`src/rtl/hazard_pkg.sv`:
```
// Shared opcodes, FSM state type and register-usage decode for the pipeline
// hazard controller.
package hazard_pkg;

   localparam int unsigned OP_W  = 4;
   localparam int unsigned REG_W = 4;

   localparam logic [OP_W-1:0] ADD = 4'b0000;
   localparam logic [OP_W-1:0] LW  = 4'b1000;
   localparam logic [OP_W-1:0] SW  = 4'b1001;
   localparam logic [OP_W-1:0] B   = 4'b1100;
   localparam logic [OP_W-1:0] BR  = 4'b1101;
   localparam logic [OP_W-1:0] HLT = 4'b1111;

   typedef enum logic [2:0] {
      RUN    = 3'd0,
      DWAIT  = 3'd1,
      IWAIT  = 3'd2,
      DRAIN  = 3'd3,
      HALTED = 3'd4
   } state_e;

   // Every op except HLT uses rs (ALU operand, load/store base, branch operand).
   function automatic logic reads_rs(input logic [OP_W-1:0] op);
      return (op != HLT);
   endfunction

   // rt is read by ALU ops (0xxx), SW (store data) and B (compare); BR jumps via rs only.
   function automatic logic reads_rt(input logic [OP_W-1:0] op);
      return (op[OP_W-1] == 1'b0) || (op == SW) || (op == B);
   endfunction

endpackage

```
`src/rtl/load_use_detect.sv`:
```
// Combinational load-use hazard compare between the instruction in ID and a
// load in EX; store data matched only on rt is forwarded later and never stalls.
module load_use_detect
   import hazard_pkg::*;
(
   input  logic [OP_W-1:0]  ifid_op,
   input  logic [REG_W-1:0] ifid_rs,
   input  logic [REG_W-1:0] ifid_rt,
   input  logic [OP_W-1:0]  idex_op,
   input  logic [REG_W-1:0] idex_rd,
   output logic             load_use_c
);

   logic rs_hit;
   logic rt_hit;

   always_comb begin
      rs_hit     = reads_rs(ifid_op) && (ifid_rs == idex_rd);
      rt_hit     = reads_rt(ifid_op) && (ifid_rt == idex_rd) && (ifid_op != SW);
      load_use_c = (idex_op == LW) && (idex_rd != '0) && (rs_hit || rt_hit);
   end

endmodule

```
`src/rtl/hazard_ctrl.sv`:
```
// Pipeline sequencing controller: load-use stalls, I/D miss freezes, branch
// flush, HLT drain, and a saturating stall-cycle counter.
module hazard_ctrl
   import hazard_pkg::*;
#(
   parameter int unsigned CNT_W     = 16,
   parameter int unsigned DRAIN_CYC = 3
) (
   input  logic             clk,
   input  logic             rst,
   input  logic [OP_W-1:0]  ifid_op,
   input  logic [REG_W-1:0] ifid_rs,
   input  logic [REG_W-1:0] ifid_rt,
   input  logic [OP_W-1:0]  idex_op,
   input  logic [REG_W-1:0] idex_rd,
   input  logic             branch_taken,
   input  logic             imem_miss,
   input  logic             dmem_miss,
   input  logic             mem_fill_done,
   output logic             pc_write,
   output logic             ifid_write,
   output logic             ifid_flush,
   output logic             idex_flush,
   output logic             exmem_write,
   output logic             memwb_write,
   output logic             imem_cancel,
   output logic             halted,
   output logic [CNT_W-1:0] perf_stall_cnt
);

   localparam int unsigned DRAIN_W = (DRAIN_CYC > 1) ? $clog2(DRAIN_CYC + 1) : 1;

   state_e             state_q, state_d;
   logic [DRAIN_W-1:0] drain_q, drain_d;
   logic               dhold_q, dhold_d;
   logic [CNT_W-1:0]   perf_q, perf_d;
   logic               load_use_c;

   load_use_detect u_load_use_detect (
      .ifid_op    (ifid_op),
      .ifid_rs    (ifid_rs),
      .ifid_rt    (ifid_rt),
      .idex_op    (idex_op),
      .idex_rd    (idex_rd),
      .load_use_c (load_use_c)
   );

   always_ff @(posedge clk) begin
      if (rst) begin
         state_q <= RUN;
         drain_q <= '0;
         dhold_q <= 1'b0;
         perf_q  <= '0;
      end else begin
         state_q <= state_d;
         drain_q <= drain_d;
         dhold_q <= dhold_d;
         perf_q  <= perf_d;
      end
   end

   // Next state and same-cycle pipeline controls.
   always_comb begin
      state_d     = state_q;
      drain_d     = drain_q;
      dhold_d     = dhold_q;
      pc_write    = 1'b1;
      ifid_write  = 1'b1;
      ifid_flush  = 1'b0;
      idex_flush  = 1'b0;
      exmem_write = 1'b1;
      memwb_write = 1'b1;
      imem_cancel = 1'b0;
      halted      = 1'b0;

      case (state_q)
         RUN: begin
            if (dmem_miss) begin
               {pc_write, ifid_write, exmem_write, memwb_write} = 4'b0000;
               state_d = DWAIT;
            end else if (load_use_c) begin
               pc_write   = 1'b0;
               ifid_write = 1'b0;
               idex_flush = 1'b1;
            end else if (branch_taken) begin
               ifid_flush  = 1'b1;
               imem_cancel = imem_miss;
            end else if (imem_miss) begin
               pc_write   = 1'b0;
               ifid_flush = 1'b1;
               state_d    = IWAIT;
            end else if (ifid_op == HLT) begin
               pc_write   = 1'b0;
               ifid_flush = 1'b1;
               drain_d    = DRAIN_W'(DRAIN_CYC);
               state_d    = DRAIN;
            end
         end
         DWAIT: begin
            {pc_write, ifid_write, exmem_write, memwb_write} = 4'b0000;
            if (mem_fill_done) state_d = RUN;
         end
         IWAIT: begin
            pc_write   = 1'b0;
            ifid_flush = 1'b1;
            if (mem_fill_done) state_d = RUN;
         end
         DRAIN: begin
            pc_write   = 1'b0;
            ifid_flush = 1'b1;
            // A data miss freezes everything and pauses the drain count through the fill cycle.
            if (dhold_q || dmem_miss) begin
               {pc_write, ifid_write, exmem_write, memwb_write} = 4'b0000;
               ifid_flush = 1'b0;
               if (dhold_q) dhold_d = !mem_fill_done;
               else         dhold_d = 1'b1;
            end else if (drain_q > DRAIN_W'(1)) begin
               drain_d = drain_q - DRAIN_W'(1);
            end else begin
               drain_d = '0;
               state_d = HALTED;
            end
         end
         HALTED: begin
            pc_write   = 1'b0;
            ifid_flush = 1'b1;
            halted     = 1'b1;
         end
         default: state_d = RUN;
      endcase

      if (rst) begin
         {pc_write, ifid_write, exmem_write, memwb_write} = 4'b0000;
         ifid_flush  = 1'b1;
         idex_flush  = 1'b1;
         imem_cancel = 1'b0;
         halted      = 1'b0;
      end
   end

   // Count non-advancing cycles outside HALTED, saturating at all-ones.
   always_comb begin
      perf_d = perf_q;
      if (!pc_write && (state_q != HALTED) && (perf_q != {CNT_W{1'b1}}))
         perf_d = perf_q + CNT_W'(1);
   end

   assign perf_stall_cnt = perf_q;

endmodule
```
`config.mk`:
```
export PLATFORM = sky130hd
export DESIGN_NAME = hazard_ctrl
export DESIGN_NICKNAME = d
export VERILOG_FILES = /design/src/rtl/hazard_pkg.sv /design/src/rtl/load_use_detect.sv /design/src/rtl/hazard_ctrl.sv
export SDC_FILE = /design/constraint.sdc
export NUM_CORES = 1
export LEC_CHECK = 0
export ABC_CLOCK_PERIOD_IN_PS = 2500
export BUFFER_PORTS_ARGS = -buffer_cell sky130_fd_sc_hd__buf_2
export CELL_PAD_IN_SITES_DETAIL_PLACEMENT = 1
export CELL_PAD_IN_SITES_GLOBAL_PLACEMENT = 2
export CORE_MARGIN = 3
export CORE_UTILIZATION = 28
export CTS_BUF_LIST = sky130_fd_sc_hd__clkbuf_4 sky130_fd_sc_hd__clkbuf_8 sky130_fd_sc_hd__clkbuf_16
export DETAILED_ROUTE_END_ITERATION = 10
export PLACE_DENSITY = 0.87
export SLEW_MARGIN = 10
export SYNTH_ARGS = -nofsm -noshare
export SYNTH_HDL_FRONTEND = slang
export SYNTH_HIERARCHICAL = 1
export SYNTH_SLANG_ARGS = --single-unit
```
`constraint.sdc`:
```
create_clock -name clk -period 2.5 [get_ports clk]
set_clock_uncertainty 0.1 [all_clocks]
set_input_delay 0.125 -clock clk [delete_from_list [all_inputs] [get_ports clk]]
set_output_delay 0.125 -clock clk [all_outputs]
set_load 0.02 [all_outputs]
```
==> impl_metrics.csv, run 1 <==
group,metric,value,unit
cts,cts_tree,"built",
cts,clk-insertion-delay-late,0.26,ns
critical_path,end_kind,"output pin",
power,irDropWorstVdd,0.000354,V
grt,grt_pass1_wl,7420,um
critical_path,critPathRequiredTime,2.28,ns
power,combPwrFrac,26.9,%
synth,synth-async-reset-ratio,0,%
detailed_routing,drt-pass1-iter-count,4,
place,hpwl,3340,um
cts,path_clk_slew,0.08,ns
cts,cts_root_buffer,"clkbuf_8",
synth,synth.ff_latch_count,22,
sta,fin_crit_sh,92.3,%
cts,cts.sinks,22,
place,numPlacedInstances,293,
floorplanning,fp.dieW,78.7,um
cts,ctsResizeCount,0,
detailed_routing,drt_iter0_drc,60,
sta,relSlewSlack,67.6,%
power,leakage,0.746,nW
sta,holdWs,0.151,ns
floorplanning,initial_utilization,30.1,%
cts,cts.path.max_buffers,2,
critical_path,crit_arrival,2.08,ns
layout,area_growth_syn_to_layout,25.4,%
grt,grt_pass1_vias,1572,
grt,grt_usage,14.4,%
detailed_routing,ant_nets,0,
power,sw_frac_of_total,31.2,%
layout,antenna_cells,0,
place,port_buffers,49,
cts,post_cts_buffers,0,
synth,ys.flop_type,"dfxtp_1",
job,drv_cap,0,
outcome,status,"complete, no violations",
critical_path,critPathKind,"reg -> out",
sta,max_freq,434,MHz
floorplanning,die_h,78.7,um
critical_path,critPathLaunchType,"flip-flop",
synth,synth_edf_count,0,
layout,finish.instance_area,1860,um^2
sta,tightest_slew,0.483,ns
synth,synthCells,184,
detailed_routing,num_vias,1528,
sta,min_period,2.31,ns
synth,synth-seq-area-share,29.8,%
grt,grt_max_degree,28,
detailed_routing,remaining_drc_errors,0,
cts,htreeDepth,1,
hold_path,min_path_type,"in -> reg",
layout,nets,259,
layout,fin_cells,298,
sta,rsz0062_at_grt,"false",
grt,overflow,0,
power,internal_power,0.000703,W
place,placed_cell_area,1780,um^2
synth,ys_types,57,
layout,drive_above_1_share,28.6,%
power,p_per_area,550,nW/um^2
power,p_sw,0.000318,W
floorplanning,core_area,4910,um^2
sta,hold_viol,0,
floorplanning,std_cell_rows,25,
cts,numCtsBuffers,3,
power,clockPowerShare,32.5,%
detailed_routing,routed_wl,4280,um
detailed_routing,drt-wirelength-per-cell,14.4,um
floorplanning,ios,50,
sta,slew_violations,0,
synth,syn_nets,211,
power,seqPwrFrac,40.6,%
sta,fin_tns_setup,0,ns
synth,synth_area,1480,um^2
sta,setup_viol,0,
critical_path,cp_max_fo,13,
detailed_routing,viasPerCell,5.13,
synth,synth_area_per_cell,8.04,um^2
cts,hold_buffers,1,
floorplanning,die-area,6190,um^2
place,gp_congestion,0.759,
grt,antenna_found_initial,0,
synth,yosysWarningCount,6,
## routing by layer
layer | vias up | GRT usage [%] | share of wire [%]
met4 | 0 | 2.62 | 0.54
li1 | 778 | - | -
met2 | 24 | 25.0 | 49
met3 | 2 | 1.93 | 3.0
met5 | - | 0 | 0
met1 | 724 | 19.1 | 47
## metrics by stage
stage          utilization, %  worst slack (ns)  power, W
2_1_floorplan               -             0.494  0.000614
6_report                 37.8             0.193   0.00102
3_5_place_dp             36.2            0.0106  0.000697
3_3_place_gp             36.2             0.114  0.000691
4_1_cts                  37.8             0.189   0.00104
5_1_grt                  37.8            0.0414   0.00109
## critical path: stages, from the launching register on
cell and delay [ns]:
dfxtp_1 0.44, or3_1 0.43, nor3_1 0.39, a21boi_0 0.26
a2111o_1 0.14, buf_2 0.16
## cells in the final DEF, fill, tap and decap left out, types with 7 or more instances in the layout
| cell | instances |
|---|---|
| dfxtp_1 | 22 |
| nand2_1 | 14 |
| xor2_1 | 7 |
| a21oi_1 | 20 |
| or3_1 | 8 |
| o21ai_0 | 11 |
| buf_2 | 49 |
| nor2_1 | 15 |
## power by group through the flow
stage / Combinational [W] / Clock, W / Sequential [W]
6_report: 0.000274 / 0.000332 / 0.000415
5_1_grt: 0.000303 / 0.000365 / 0.000421
4_1_cts: 0.000278 / 0.000349 / 0.000415
3_5_place_dp: 0.000275 / 0 / 0.000422
3_3_place_gp: 0.000269 / 0 / 0.000421
2_1_floorplan: 0.000203 / 0 / 0.000410
## area by class of cell
type / count / area, um^2
fill: 629 / 3050
sequential: 22 / 440
inverter: 5 / 18.8
clock inverter: 1 / 30.0
tap: 67 / 83.8
multi-input combinational: 148 / 972
clock buffer: 3 / 41.3
timing repair buffer: 52 / 270
## worst paths after layout
check	endpoint	from	cells after the start	slack [ns]
max	ifid_flush	state_q[0]$_SDFFE_PP0P_	5	0.19
min	dhold_q$_SDFFE_PP0P_	dmem_miss	3	0.15
max reg2reg	perf_stall_cnt[15]$_SDFFE_PP0P_	state_q[0]$_SDFFE_PP0P_	5	0.35
min reg2reg	perf_stall_cnt[5]$_SDFFE_PP0P_	perf_stall_cnt[5]$_SDFFE_PP0P_	2	0.41
## synthesized netlist by cell type, types with 2 or more instances
library cell | count | area share, %
a211oi_1 | 2 | 1.0
a21oi_1 | 20 | 6.8
and2_1 | 2 | 0.85
and3_1 | 3 | 1.3
buf_2 | 3 | 1.0
clkbuf_1 | 3 | 0.76
dfxtp_1 | 22 | 30
inv_1 | 5 | 1.3
mux2i_1 | 3 | 2.0
nand2_1 | 14 | 3.6
nand3_1 | 5 | 1.7
nand4_1 | 4 | 1.7
nor2_1 | 15 | 3.8
nor3_1 | 5 | 1.7
o211ai_1 | 2 | 1.0
o21ai_0 | 11 | 3.7
o31ai_1 | 5 | 2.5
or2_1 | 2 | 0.85
or3_1 | 8 | 3.4
or4_1 | 3 | 1.5
xnor2_1 | 5 | 3.0
xor2_1 | 7 | 4.1
## registers in the layout (all words and copies together) (netlist names)
signal and count:
perf_stall_cnt 16, drain_q 2, dhold_q 1, state_q 3
## cell families (layout without fill, tap and decap cells)
| logic type | after synthesis | count (layout) | synth area share [%] |
|---|---|---|---|
| XOR/XNOR | 12 | 12 | 7.10 |
| AO/OA/AOI/OAI | 56 | 56 | 26.7 |
| flip-flops | 22 | 22 | 29.8 |
| adder cells (fa/ha/maj) | 1 | 1 | 0.845 |
| multiplexers | 3 | 3 | 2.03 |
| AND/OR/NAND/NOR | 76 | 76 | 29.0 |
| buffers and inverters | 14 | 61 | 4.56 |
No activity file was read; power rests on OpenSTA's default activity.
==> run 2, diff against run 1 <==
ABC_CLOCK_PERIOD_IN_PS = 1970   (was 2500)
CORE_UTILIZATION = 25   (was 28)
PLACE_DENSITY = 0.82   (was 0.87)
clock period = 1.97 ns   (was 2.5 ns; I/O delays follow)
==> run 2 against run 1 <==
Net effect:
- sequential cell count unchanged
- clock-buffer cell count is the same
- worst setup slack lost 0.17 ns
- largest cell class unchanged
- highest routed layer unchanged
- via count is 12% higher
- final cell count grew 14%
- wire length grew 15%
- final area grew 21%
- register-to-register slack worse by 0.22 ns
- critical path depth grew 5
==> impl_metrics.csv, run 2 (synthesis results as in run 1) <==
group,metric,value,unit
outcome,status,"complete, no violations",
cts,cts.sinks,22,
cts,cts.path.max_buffers,2,
grt,grtUsageMet2,24.3,%
layout,layout_common_cells,"buf_2, buf_4, dfxtp_1, a21oi_1",
sta,relSlewSlack,73.3,%
sta,slew_violations,0,
critical_path,critPathKind,"in -> out",
detailed_routing,routed_wl,4940,um
detailed_routing,ant_nets,0,
job,drv_cap,0,
sta,fin_crit_sh,98.8,%
critical_path,crit_arrival,1.75,ns
detailed_routing,remaining_drc_errors,0,
layout,largest_register_ff_count,16,
layout,fin_cells,339,
layout,layout_commonest_cell,"buf_2",
layout,finish.instance_area,2250,um^2
detailed_routing,drt-pass1-iter-count,5,
floorplanning,initial_utilization,26.4,%
grt,overflow,0,
grt,grt_pass1_wl,8240,um
floorplanning,die-area,6880,um^2
place,hpwl,3810,um
detailed_routing,num_vias,1704,
grt,antenna_found_initial,0,
floorplanning,core_area,5610,um^2
critical_path,critPathLaunchType,"primary input",
sta,rsz0062_at_grt,"true",
grt,grt_use_met1,17.8,%
power,irDropWorstVdd,0.000283,V
cts,path_clk_slew,0.08,ns
critical_path,max_stage_delay,0.31,ns
critical_path,cp_slowest_cell,"a2111o_1",
floorplanning,fp.dieW,82.9,um
place,gp_congestion,0.790,
grt,met3_usage,2.28,%
power,leakage,0.940,nW
grt,top_usage_layer,"met2",
detailed_routing,drt-wirelength-per-cell,14.6,um
cts,htreeDepth,1,
sta,min_period,1.95,ns
grt,grt_max_degree,19,
layout,nets,295,
sta,hold_viol,0,
layout,drive_above_1_share,43.4,%
critical_path,end_kind,"output pin",
layout,area_growth_syn_to_layout,51.9,%
critical_path,cp_max_fo,3,
grt,grt_pass1_vias,1735,
floorplanning,ios,50,
place,placed_cell_area,2020,um^2
hold_path,min_path_type,"in -> reg",
floorplanning,die_h,82.9,um
sta,max_freq,514,MHz
power,power,0.00147,W
critical_path,critPathRequiredTime,1.77,ns
layout,n_fill_cell,713,
layout,antenna_cells,0,
detailed_routing,drt_iter0_drc,77,
sta,tightest_slew,0.395,ns
grt,grt_usage,14.1,%
layout,final_core_util,40.1,%
critical_path,crit_top_cell,"buf_6",
cts,numCtsBuffers,3,
detailed_routing,viasPerCell,5.03,
cts,clk-insertion-delay-late,0.27,ns
place,port_buffers,49,
cts,cts_root_buffer,"clkbuf_8",
floorplanning,std_cell_rows,27,
power,p_per_area,652,nW/um^2
cts,cts_tree,"built",
place,numPlacedInstances,329,
critical_path,path_cells,"buf_6 > xor2_2 > nor4_2 > nand2_1 > a21oi_2 > buf_4 > nor3_4 > a21boi_1 > a2111o_1 > buf_6",
sta,setup_viol,0,
-- run 2: changes by cell type in the layout (fill, tap and decap cells not counted), moves of 3 or more --
| cell | previous run | this run |
|---|---|---|
| a21oi_1 | 20 | 17 |
| a21oi_2 | 0 | 3 |
| buf_2 | 49 | 45 |
| buf_4 | 2 | 37 |
| buf_6 | 0 | 5 |
-- run 2: area by class of cell --
class	count	area, um^2	area share, %
Clock buffer	3	41.3	1.84
Clock inverter	1	30.0	1.34
Inverter	5	18.8	0.835
Multi-Input combinational cell	148	1060	47.0
Sequential cell	22	443	19.7
Tap cell	72	90.1	4.01
Timing Repair Buffer	88	569	25.3
-- run 2: worst paths after layout --
kind | startpoint | to | slack (ns) | cells after the start
min | rst | drain_q[0]$_SDFFE_PP0P_ | 0.04 | 2
max reg2reg | state_q[1]$_SDFFE_PP0P_ | drain_q[0]$_SDFFE_PP0P_ | 0.13 | 9
min reg2reg | perf_stall_cnt[5]$_SDFFE_PP0P_ | perf_stall_cnt[5]$_SDFFE_PP0P_ | 0.41 | 2
max | ifid_rt[1] | ifid_flush | 0.02 | 10
-- run 2: critical path: cells and delay by family --
kind / cells / cell delay [ns]
AOI/OAI and AO/OA: 3 / 0.65
xor gates and xnor gates: 1 / 0.17
buffers and inverters: 3 / 0.40
and+or+nand+nor: 3 / 0.44
-- run 2: metal layers --
metal,wire [um],up-vias
met5,0,-
met4,57,0
met3,183,5
met2,2530,29
met1,2170,820
li1,-,850
-- run 2: timing repair --
| action | 4_1_cts | 5_1_grt |
|---|---|---|
| endpoints found under the hold margin | 1 | 0 |
| buffers inserted | 4 | 2 |
| pin swaps | 1 | 9 |
| endpoints found under the setup margin | 2 | 18 |
| hold buffers | 1 | 0 |
| resized for setup | 6 | 20 |
-- run 2: stage by stage --
stage / setup TNS (ns) / worst slack, ns / hold WS (ns)
2_1_floorplan: 0 / 0.0103 / 0.115
3_3_place_gp: -2.92 / -0.259 / 0.260
3_5_place_dp: -2.58 / -0.245 / 0.268
4_1_cts: -0.00404 / -0.00404 / 0.0524
5_1_grt: -0.499 / -0.107 / 0.0920
6_report: 0 / 0.0235 / 0.0431
-- run 2: report_power, final --
| part | total (W) | switching (W) | internal, W |
|---|---|---|---|
| Clock | 0.000435 | 0.000163 | 0.000272 |
| Combinational | 0.000523 | 0.000262 | 0.000261 |
| Sequential | 0.000508 | 0.0000341 | 0.000474 |
==> run 3, diff against run 2 <==
GPL_TIMING_DRIVEN = 0   (was default)
==> run 3 against run 2 <==
Net effect:
- core utilization down 2.6 points
- sequential share of layout area up 1.3 points
- critical endpoint unchanged
- largest cell class unchanged
- die area is the same
- via count shrank 3.7%
- worst hold slack gained 0.088 ns
- clock-buffer cell count rose by 1
- combinational power shrank 9.6%
- wire length down 0.89%
- final cell count fell by 5.9%
- the flow now finishes with violations (negative setup slack)
==> impl_metrics.csv, run 3 (synthesis results as in run 1) <==
group,metric,value,unit
outcome,status,"finished, violations left",
outcome,violations,"negative setup slack",
cts,path_clk_slew,0.09,ns
cts,htreeDepth,1,
critical_path,end_kind,"output pin",
job,drv_cap,0,
power,seqPwrFrac,38.5,%
grt,grt_pass1_vias,1616,
place,place_ws,-0.416,ns
power,p_sw,0.000451,W
floorplanning,std_cell_rows,27,
floorplanning,ios,50,
place,port_buffers,48,
critical_path,cp_slowest_cell,"nor4b_1",
floorplanning,die_h,82.9,um
power,p_per_area,626,nW/um^2
place,numPlacedInstances,304,
place,hpwl,3550,um
power,sw_frac_of_total,34.2,%
cts,cts.sinks,22,
detailed_routing,drt-wirelength-per-cell,15.3,um
layout,nets,275,
grt,grt_max_degree,13,
grt,grt_usage,13.3,%
critical_path,critPathLaunchType,"primary input",
layout,largest_register_ff_count,16,
sta,min_period,1.97,ns
detailed_routing,viasPerCell,5.14,
layout,antenna_cells,0,
layout,fin_cells,319,
cts,cts.path.max_buffers,2,
power,internal_power,0.000867,W
sta,fin_crit_sh,100,%
grt,grt_pass1_wl,7880,um
power,combPwrFrac,35.9,%
hold_path,min_path_type,"in -> reg",
cts,numCtsBuffers,3,
critical_path,crit_arrival,1.77,ns
layout,drive_above_1_share,37.7,%
sta,setup_viol,1,
place,gp_congestion,0.744,
sta,worst_slack,-0.00214,ns
detailed_routing,remaining_drc_errors,0,
sta,slew_violations,0,
cts,clk-insertion-delay-late,0.27,ns
cts,cts_root_buffer,"clkbuf_8",
sta,tightest_slew,0.568,ns
sta,hold_viol,0,
layout,area_growth_syn_to_layout,42.2,%
critical_path,critPathRequiredTime,1.77,ns
power,leakage,0.825,nW
layout,n_fill_cell,702,
critical_path,cp_max_fo,3,
floorplanning,core_area,5610,um^2
grt,antenna_found_initial,0,
layout,layout_common_cells,"buf_2, dfxtp_1, a21oi_1, nand2_1, nor2_1",
sta,relSlewSlack,62.1,%
sta,rsz0062_at_grt,"true",
detailed_routing,num_vias,1641,
layout,layout_commonest_cell,"buf_2",
detailed_routing,ant_nets,0,
critical_path,max_stage_delay,0.42,ns
critical_path,crit_top_cell,"buf_6",
power,irDropWorstVdd,0.000325,V
floorplanning,die-area,6880,um^2
grt,overflow,0,
detailed_routing,drt-pass1-iter-count,4,
detailed_routing,routed_wl,4890,um
floorplanning,initial_utilization,26.4,%
power,clockPowerShare,25.6,%
critical_path,path_cells,"buf_2 > nor4b_1 > o41ai_2 > a21oi_4 > buf_6 > nor3_4 > a21boi_2 > a2111o_1 > buf_6",
sta,max_freq,507,MHz
critical_path,critPathKind,"in -> out",
cts,cts_tree,"built",
floorplanning,fp.dieW,82.9,um
detailed_routing,drt_iter0_drc,51,
[run 3: cell count changes in the layout (fill, tap and decap cells not counted), moves of 2 or more]
cell and change:
a21oi_2 -2, buf_2 -2, buf_4 -26, buf_6 +3
clkbuf_1 +2
[run 3: critical path, delay by kind of cell]
kind                   cells  cell delay (ns)
AO/OA/AOI/OAI              4             0.83
AND/OR/NAND/NOR            2             0.46
buffers and inverters      3             0.38
[run 3: layer usage]
metal | vias up | GRT usage (%) | part of all wire [%]
met3 | 4 | 2.58 | 3.2
met1 | 798 | 17.7 | 45
met2 | 27 | 22.4 | 51
met4 | 0 | 2.67 | 0.72
li1 | 812 | - | -
met5 | - | 0 | 0
[run 3: repair_timing]
item | in CTS | in global routing
hold buffers | 1 | 0
endpoints found under the setup margin | 15 | 21
gates cloned | 0 | 1
endpoints found under the hold margin | 1 | 0
setup buffers | 4 | 5
pin swaps | 2 | 16
resized for setup | 6 | 29
[run 3: per-stage QoR]
step	utilization [%]	setup TNS [ns]	total power (W)	cell area, um^2	hold slack [ns]
6_report	37.5	-0.00214	0.00132	2100	0.131
5_1_grt	37.5	-0.548	0.00139	2100	0.174
4_1_cts	34.5	-0.487	0.00128	1940	0.141
3_5_place_dp	32.4	-4.57	0.000910	1810	0.267
3_3_place_gp	32.4	-4.51	0.000905	1810	0.251
2_1_floorplan	-	0	0.000779	1480	0.115
[run 3: path summary, 6_finish.rpt]
check | from | endpoint | slack [ns] | depth (start not counted)
setup / recovery | idex_op[1] | ifid_flush | -0.002 | 9
hold / removal | rst | perf_stall_cnt[13]$_SDFFE_PP0P_ | 0.13 | 3
setup reg to reg | perf_stall_cnt[1]$_SDFFE_PP0P_ | perf_stall_cnt[4]$_SDFFE_PP0P_ | 0.10 | 7
hold reg to reg | perf_stall_cnt[14]$_SDFFE_PP0P_ | perf_stall_cnt[14]$_SDFFE_PP0P_ | 0.41 | 2
[run 3: power by group through the flow]
stage / Sequential, W / Combinational, W / Clock [W]
floorplan: 0.000521 / 0.000259 / 0
global placement: 0.000509 / 0.000396 / 0
detailed placement: 0.000511 / 0.000400 / 0
CTS: 0.000500 / 0.000435 / 0.000347
global route: 0.000512 / 0.000521 / 0.000359
finish: 0.000507 / 0.000473 / 0.000337
[run 3: cell type report]
type	count	area, um^2	share of cell area, %
multi-input cells	149	1080	51.5
flip-flops and latches	22	442	21.0
repair buffers	58	358	17.0
well taps	72	90.1	4.28
plain buffers	9	56.3	2.68
clock buffers	4	55.1	2.62
inverters	5	18.8	0.892
